**src/rtl/two_bit_counter.sv**
```systemverilog
// two_bit_counter: 2-bit hold/up/down/Gray counter with enable and one-cycle wrap strobe
// Ports: clock (rising edge), Reset (async, active-low), En (count enable),
//        select (00 hold, 01 up, 10 down, 11 Gray), Counter_Out (registered count),
//        out1 (registered wrap strobe).
// Build option: define TWO_BIT_COUNTER_SAT_EN to saturate at the terminal value
// instead of wrapping; out1 then stays high while the counter sits saturated.
module two_bit_counter #(
  parameter logic [1:0] RESET_VALUE = 2'b00
) (
  input  logic       clock,
  input  logic       Reset,
  input  logic       En,
  input  logic [1:0] select,
  output logic [1:0] Counter_Out,
  output logic       out1
);
  logic [1:0] cnt_q, cnt_d, nxt;
  logic       wrap_q, wrap_d, term;
  always_comb begin
    // Gray step 00->01->11->10->00 is {b0, ~b1}
    nxt = select == 2'b01 ? cnt_q + 2'd1 :
          select == 2'b10 ? cnt_q - 2'd1 :
          select == 2'b11 ? {cnt_q[0], ~cnt_q[1]} : cnt_q;
    term = select == 2'b01 ? cnt_q == 2'b11 :
           select == 2'b10 ? cnt_q == 2'b00 :
           select == 2'b11 ? cnt_q == 2'b10 : 1'b0;
`ifdef TWO_BIT_COUNTER_SAT_EN
    cnt_d = En && !term ? nxt : cnt_q;
`else
    cnt_d = En ? nxt : cnt_q;
`endif
    wrap_d = En && term;
  end
  always_ff @(posedge clock or negedge Reset) begin
    if (!Reset) begin
      cnt_q  <= RESET_VALUE;
      wrap_q <= 1'b0;
    end else begin
      cnt_q  <= cnt_d;
      wrap_q <= wrap_d;
    end
  end
  assign Counter_Out = cnt_q;
  assign out1        = wrap_q;
endmodule

```
**config.mk**
```make
export PLATFORM = sky130hd
export DESIGN_NAME = two_bit_counter
export DESIGN_NICKNAME = d
export VERILOG_FILES = /design/src/rtl/two_bit_counter.sv
export SDC_FILE = /design/constraint.sdc
export NUM_CORES = 1
export LEC_CHECK = 0
export CAP_MARGIN = 20
export CORE_AREA = 2 2 39 41
export CTS_CLUSTER_SIZE = 40
export DETAILED_ROUTE_END_ITERATION = 12
export DIE_AREA = 0 0 41 43
export GPL_TIMING_DRIVEN = 0
export PLACE_DENSITY = 0.38
export SLEW_MARGIN = 20
export SYNTH_ARGS = -nofsm -noshare
export SYNTH_HDL_FRONTEND = slang
export SYNTH_SLANG_ARGS = --single-unit
export TNS_END_PERCENT = 30
```
**constraint.sdc**
```tcl
create_clock -name clock -period 1.3 [get_ports clock]
set_input_delay 0.39 -clock clock [delete_from_list [all_inputs] [get_ports clock]]
set_output_delay 0.39 -clock clock [all_outputs]
set_load 0.03 [all_outputs]
```
==> results by group, run 1 <==
Logic synthesis
  • Synth area leader: dfrtp_1
  • Sequential area share after synthesis: 34.3%
  • Avg Cell Area, Syn: 10.4 sq um
  • Cell area after synthesis: 219 sq um
  • Yosys reg bits: 3
  • Post-Syn Instances: 21
  • Yosys synthesis warning count: 0
  • Post-synthesis cell type count: 13
  • Ranking of synthesized cells by area: dfrtp_1 (34%), ha_1 (17%), mux2i_1 (9.1%)
  • Area share of the largest cell type after synthesis: 34.3%
  • Syn Nets: 29

Power and ir drop
  • Switching part of the total: 36.9%
  • Pwr Density: 1570 nW/um^2
  • Comb pwr share: 38.6%
  • Maximum VDD drop: 0.306 mV
  • Leakage: 0.149 nW
  • Sequential power share: 29.3%
  • Total power: 0.515 mW
  • Clock network fraction of total power: 32.1%
  • Int Pwr: 0.325 mW
  • Net Sw Power: 0.190 mW

Clocking
  • Post-CTS Setup Repair Bufs: 0
  • CTS sink cnt: 3
  • Buffers from clock root to sink, at most: 2
  • CTS H-tree lvls: 1
  • Clk_lat worst skew: 0.24 ns
  • Worst-path clk slew: 0.04 ns
  • CTS Root Cell: clkbuf_4
  • CTS buffer count: 3
  • Cts hold-fix bufs: 0
  • CTS tree: yes

Hold path
  • Worst Hold Class: in2async

Drt
  • Residual DRC count: 0
  • Detail Route Antenna Nets: 0
  • DR iter-0 viols: 0
  • Vias/cell: 4.00
  • Post-Route WL: 473 um
  • First drt pass iteration count: 1
  • Vias post-DR: 192
  • Wire per inst: 9.85 um

Final layout
  • NumNets Final: 41
  • Share of cells above drive strength 1: 34.4%
  • Number of diodes: 0
  • Layout area overhead: 49.7%
  • Fin area: 328 sq um
  • Most frequent cells in the layout: ha_1 (3), clkbuf_4 (3), clkdlybuf4s50_1 (3)

Global routing
  • Vias in the first global route: 193
  • GRT Total Usage: 7.33%
  • First-pass GRT wire length: 752 um
  • Largest net degree at the start of global routing: 8
  • Grt total ovfl: 0
  • Initial antenna violation count: 0

Critical path
  • Max stage delay cell, worst path: dfrtp_2
  • Peak per-stage delay on the critical path: 0.42 ns
  • Worst path arrival time: 1.39 ns
  • CP bufs+invs: 1
  • Worst EP required: 1.42 ns
  • Worst path cell trace: inv_2 > ha_1 > mux2_4 > a22oi_2 > nor2b_1
  • CP Max Fanout: 7
  • CP Launch Type: flip-flop
  • Setup CP Type: reg2reg
  • Crit end category: flip-flop
  • Crit-path leading delay family: flip-flops

Timing
  • RSZ-0062 raised after global routing: true
  • Worst-Margin Slew: 0.248 ns
  • Final hold violation count: 0
  • FMAX: 790 MHz
  • Fin. max-slew vios: 0
  • Fin crit period: 1.27 ns
  • PnR worst setup slack: 0.0337 ns
  • Setup TNS: 0 ns
  • Slew margin rel.: 83.5%
  • Final setup vio count: 0
  • Final Skew: 0.00519 ns
  • Period utilisation layout: 97.4%
  • Hold slack: 0.332 ns

Placement
  • Post-DP Area: 312 sq um
  • Post-Place Worst Slack: -0.370 ns
  • Number of port buffers: 7
  • Final HPWL from detailed placement: 355 um
  • GPL Wtd Cong: 0.640

Floorplanning
  • Core Area: 1380 sq um
  • Initial Utilization: 15.8%
  • Die area: 1760 sq um
  • Die width: 41 um
  • # IOs: 8
  • Die Height: 43 um
  • Core Rows: 14

Flow run
  • Maxcap violations: 0

Status
  • Status: complete, no violations
power groups by stage:
stage                     Combinational [mW]  Clock, mW  Sequential (mW)
after floorplan                       0.0997          0            0.188
after detailed placement               0.217          0            0.154
after CTS                              0.212      0.171            0.153
after global routing                   0.218      0.186            0.154
after global placement                 0.215          0            0.153
final                                  0.198      0.165            0.151
final timing paths:
| path | startpoint | cells after the start | slack, ns | endpoint |
|---|---|---|---|---|
| min reg2reg | Counter_Out[0]$_DFFE_PN0P_ | 1 | 0.57 | Counter_Out[0]$_DFFE_PN0P_ |
| min | Reset | 1 | 0.33 | out1$_DFF_PN0_ |
| max reg2reg | Counter_Out[0]$_DFFE_PN0P_ | 5 | 0.03 | out1$_DFF_PN0_ |
| max | Counter_Out[0]$_DFFE_PN0P_ | 5 | 0.03 | out1$_DFF_PN0_ |
| min in group clock | Counter_Out[0]$_DFFE_PN0P_ | 1 | 0.57 | Counter_Out[0]$_DFFE_PN0P_ |
| max in group asynchronous | Reset | 1 | 0.81 | Counter_Out[0]$_DFFE_PN0P_ |
registers in the layout, indices dropped and copies added (netlist names):
| name | cells |
|---|---|
| Counter_Out | 2 |
| out1 | 1 |
worst register-to-register path, stage by stage, from the launching register on:
cell	delay [ns]
dfrtp_2	0.42
inv_2	0.06
ha_1	0.19
mux2_4	0.27
a22oi_2	0.15
nor2b_1	0.07
cell type report:
cell class	instances	area, sq um
repair buffers	7	60.1
clock buffers	4	26.3
well taps	16	20.0
fillers	157	1060
flip-flops and latches	3	77.6
multi-input cells	16	136
inverters	2	7.51
synthesized netlist by cell type, drive strengths merged:
library cell	n
mux2i	2
dfrtp	3
a31oi	2
o21a	1
a22oi	1
a21oi	1
nor2b	2
nor2	1
ha	3
inv	2
o22ai	1
mux2	1
nand2	1
layer usage:
metal	part of all wire [%]	vias to the layer above	global-route usage [%]
met4	5.3	0	10.0
met5	0	-	0
li1	-	98	-
met3	13	4	3.66
met2	43	10	9.38
met1	39	80	6.75
cells by family after synthesis:
logic type | Yosys count | share of synthesized area (%)
AOI/OAI and AO/OA | 6 | 20.0
DFF | 3 | 34.3
buffers and inverters | 2 | 3.43
and+or+nand+nor | 4 | 9.14
adders and majority gates | 3 | 17.1
muxes | 3 | 16.0
what timing repair did:
action	CTS	global route
setup endpoints to repair	5	4
resized for setup	10	4
cloned	0	0
hold endpoints to repair	0	0
stage by stage:
| stage | std cells | util [%] |
|---|---|---|
| after floorplan | 21 | - |
| after global placement | 44 | 22.5 |
| after detailed placement | 44 | 22.5 |
| after CTS | 48 | 24.6 |
| after global routing | 48 | 23.7 |
| final | 48 | 23.7 |
Note: power is estimated with default switching activity, not from simulation.
==> inputs of run 2 (changes only) <==
Settings changed: PLACE_DENSITY 0.38 to 0.37.
Clock period 1.3 ns to 1.33 ns, I/O delays scaled along.
==> results by group, run 2 (same netlist as run 1, synthesis figures left out) <==
Clocking
  • CTS sink cnt: 3 (unchanged)
  • Cts hold-fix bufs: 0 (unchanged)
  • Buffers from clock root to sink, at most: 2 (unchanged)
  • Clk_lat worst skew: 0.23 ns (about the same)
  • Post-CTS Setup Repair Bufs: 0 (unchanged)
  • CTS H-tree lvls: 1 (unchanged)
  • CTS buffer count: 3 (unchanged)
  • CTS tree: yes
  • Worst-path clk slew: 0.04 ns (about the same)
  • CTS Root Cell: clkbuf_4

Power and ir drop
  • Maximum VDD drop: 0.398 mV (+30%)
  • Total power: 0.504 mW (-2.1%)
  • Switching part of the total: 36.0% (-0.89 points)
  • Sequential power share: 29.4% (about the same)
  • Leakage: 0.149 nW (about the same)
  • Pwr Density: 1520 nW/um^2 (-2.9%)
  • Comb pwr share: 39.4% (+0.8 points)
  • Net Sw Power: 0.182 mW (-4.5%)
  • Clock network fraction of total power: 31.2% (-0.9 points)
  • Int Pwr: 0.322 mW (-0.74%)

Final layout
  • Share of cells above drive strength 1: 37.5% (+3.1 points)
  • Number of diodes: 0 (unchanged)
  • Fin area: 330 sq um (+0.76%)
  • NumNets Final: 41 (unchanged)
  • Largest register FFs: 2 (unchanged)
  • Most frequent cells in the layout: clkbuf_4 (3), clkdlybuf4s50_1 (3)
  • Layout area overhead: 50.9%

Critical path
  • Worst path arrival time: 0.96 ns (-0.43 ns)
  • CP Launch Type: flip-flop
  • Setup CP Type: reg2out
  • CP Max Fanout: 6 (-1)
  • Crit end category: output pin
  • Worst EP required: 0.93 ns (-0.49 ns)
  • Worst path cell trace: clkdlybuf4s15_2
  • Peak per-stage delay on the critical path: 0.44 ns (+0.02 ns)
  • Max stage delay cell, worst path: dfrtp_2
  • Crit-path leading delay family: flip-flops
  • CP bufs+invs: 1 (unchanged)

Timing
  • Fin crit period: 1.36 ns
  • RSZ-0062 raised after global routing: true
  • Slew margin rel.: 84.3% (+0.84 points)
  • Final hold violation count: 0 (unchanged)
  • Worst-Margin Slew: 0.235 ns (-0.0126 ns)
  • PnR worst setup slack: -0.0297 ns (-0.0635 ns)
  • Fin. max-slew vios: 0 (unchanged)
  • Final Skew: 0.00354 ns (-0.00165 ns)
  • Period utilisation layout: 102%
  • FMAX: 735 MHz
  • Hold slack: 0.350 ns (+0.0188 ns)
  • Final setup vio count: 1 (+1)

Drt
  • Post-Route WL: 443 um (-6.3%)
  • Vias/cell: 3.65 (-8.9%)
  • Residual DRC count: 0 (unchanged)
  • Vias post-DR: 175 (-8.9%)
  • Detail Route Antenna Nets: 0 (unchanged)
  • First drt pass iteration count: 2 (+1)
  • Wire per inst: 9.23 um (-6.3%)
  • DR iter-0 viols: 2 (+2)

Placement
  • Final HPWL from detailed placement: 338 um (-4.6%)
  • Number of port buffers: 7 (unchanged)
  • GPL Wtd Cong: 0.755 (+18%)
  • Post-DP Area: 312 sq um (unchanged)

Status
  • Failing checks: setup timing
  • Status: finished with violations

Floorplanning
  • Die width: 41 um (unchanged)
  • Initial Utilization: 15.8% (unchanged)
  • Die Height: 43 um (unchanged)
  • Core Rows: 14 (unchanged)
  • Die area: 1760 sq um (unchanged)
  • # IOs: 8 (unchanged)
  • Core Area: 1380 sq um (unchanged)

Global routing
  • Vias in the first global route: 213 (+10%)
  • GRT Total Usage: 7.14% (-0.19 points)
  • First-pass GRT wire length: 828 um (+10%)
  • Largest net degree at the start of global routing: 8 (unchanged)
  • Grt total ovfl: 0 (unchanged)
  • Initial antenna violation count: 0 (unchanged)

Flow run
  • Maxcap violations: 0 (unchanged)

Hold path
  • Worst Hold Class: in2async
## run 2: changes by cell type in the layout (fill, tap and decap cells not counted)
| cell | before | now |
|---|---|---|
| buf_2 | 2 | 1 |
| clkbuf_2 | 0 | 1 |
| ha_1 | 3 | 2 |
| ha_2 | 0 | 1 |
## run 2: final timing paths
check,startpoint,end,slack [ns],depth (start not counted)
max reg2reg,Counter_Out[0]$_DFFE_PN0P_,out1$_DFF_PN0_,0.05,5
min reg2reg,Counter_Out[0]$_DFFE_PN0P_,Counter_Out[0]$_DFFE_PN0P_,0.55,1
max,Counter_Out[1]$_DFFE_PN0P_,Counter_Out[1],-0.03,1
min,Reset,Counter_Out[0]$_DFFE_PN0P_,0.35,1
max in group asynchronous,Reset,Counter_Out[1]$_DFFE_PN0P_,0.83,1
min in group clock,Counter_Out[0]$_DFFE_PN0P_,Counter_Out[0]$_DFFE_PN0P_,0.55,1
## run 2: power groups by stage
stage / clock, mW / combinational, mW / sequential (mW)
global placement: 0 / 0.212 / 0.151
detailed placement: 0 / 0.213 / 0.151
floorplan: 0 / 0.0978 / 0.184
global route: 0.174 / 0.221 / 0.153
finish: 0.157 / 0.198 / 0.148
CTS: 0.165 / 0.206 / 0.150
## run 2: repair_timing
item	in CTS	in global routing
hold endpoints to repair	0	0
pin swaps	0	0
gates resized for setup	9	4
endpoints found under the setup margin	4	4
## run 2: metrics by stage
stage / setup TNS, ns / util, % / instances / worst slack, ns
5_1_grt: -0.0617 / 23.9 / 48 / -0.0617
3_3_place_gp: -1.10 / 22.5 / 44 / -0.363
3_5_place_dp: -1.10 / 22.5 / 44 / -0.366
6_report: -0.0297 / 23.9 / 48 / -0.0297
4_1_cts: -0.101 / 24.5 / 48 / -0.0537
2_1_floorplan: 0 / - / 21 / 0.00570
## run 2: routing by layer
| layer | global-route usage [%] | up-vias | wire length [um] |
|---|---|---|---|
| met5 | 0 | - | 0 |
| met4 | 6.00 | 0 | 0 |
| met3 | 3.14 | 0 | 21 |
| met2 | 9.38 | 4 | 213 |
| met1 | 8.41 | 74 | 209 |
| li1 | - | 97 | - |
## run 2: final cells by class
class / count / area, sq um
multi-input combinational: 16 / 139
sequential: 3 / 77.6
inverter: 2 / 7.51
tap: 16 / 20.0
clock buffer: 4 / 26.3
timing repair buffer: 7 / 60.1
fill: 150 / 1050
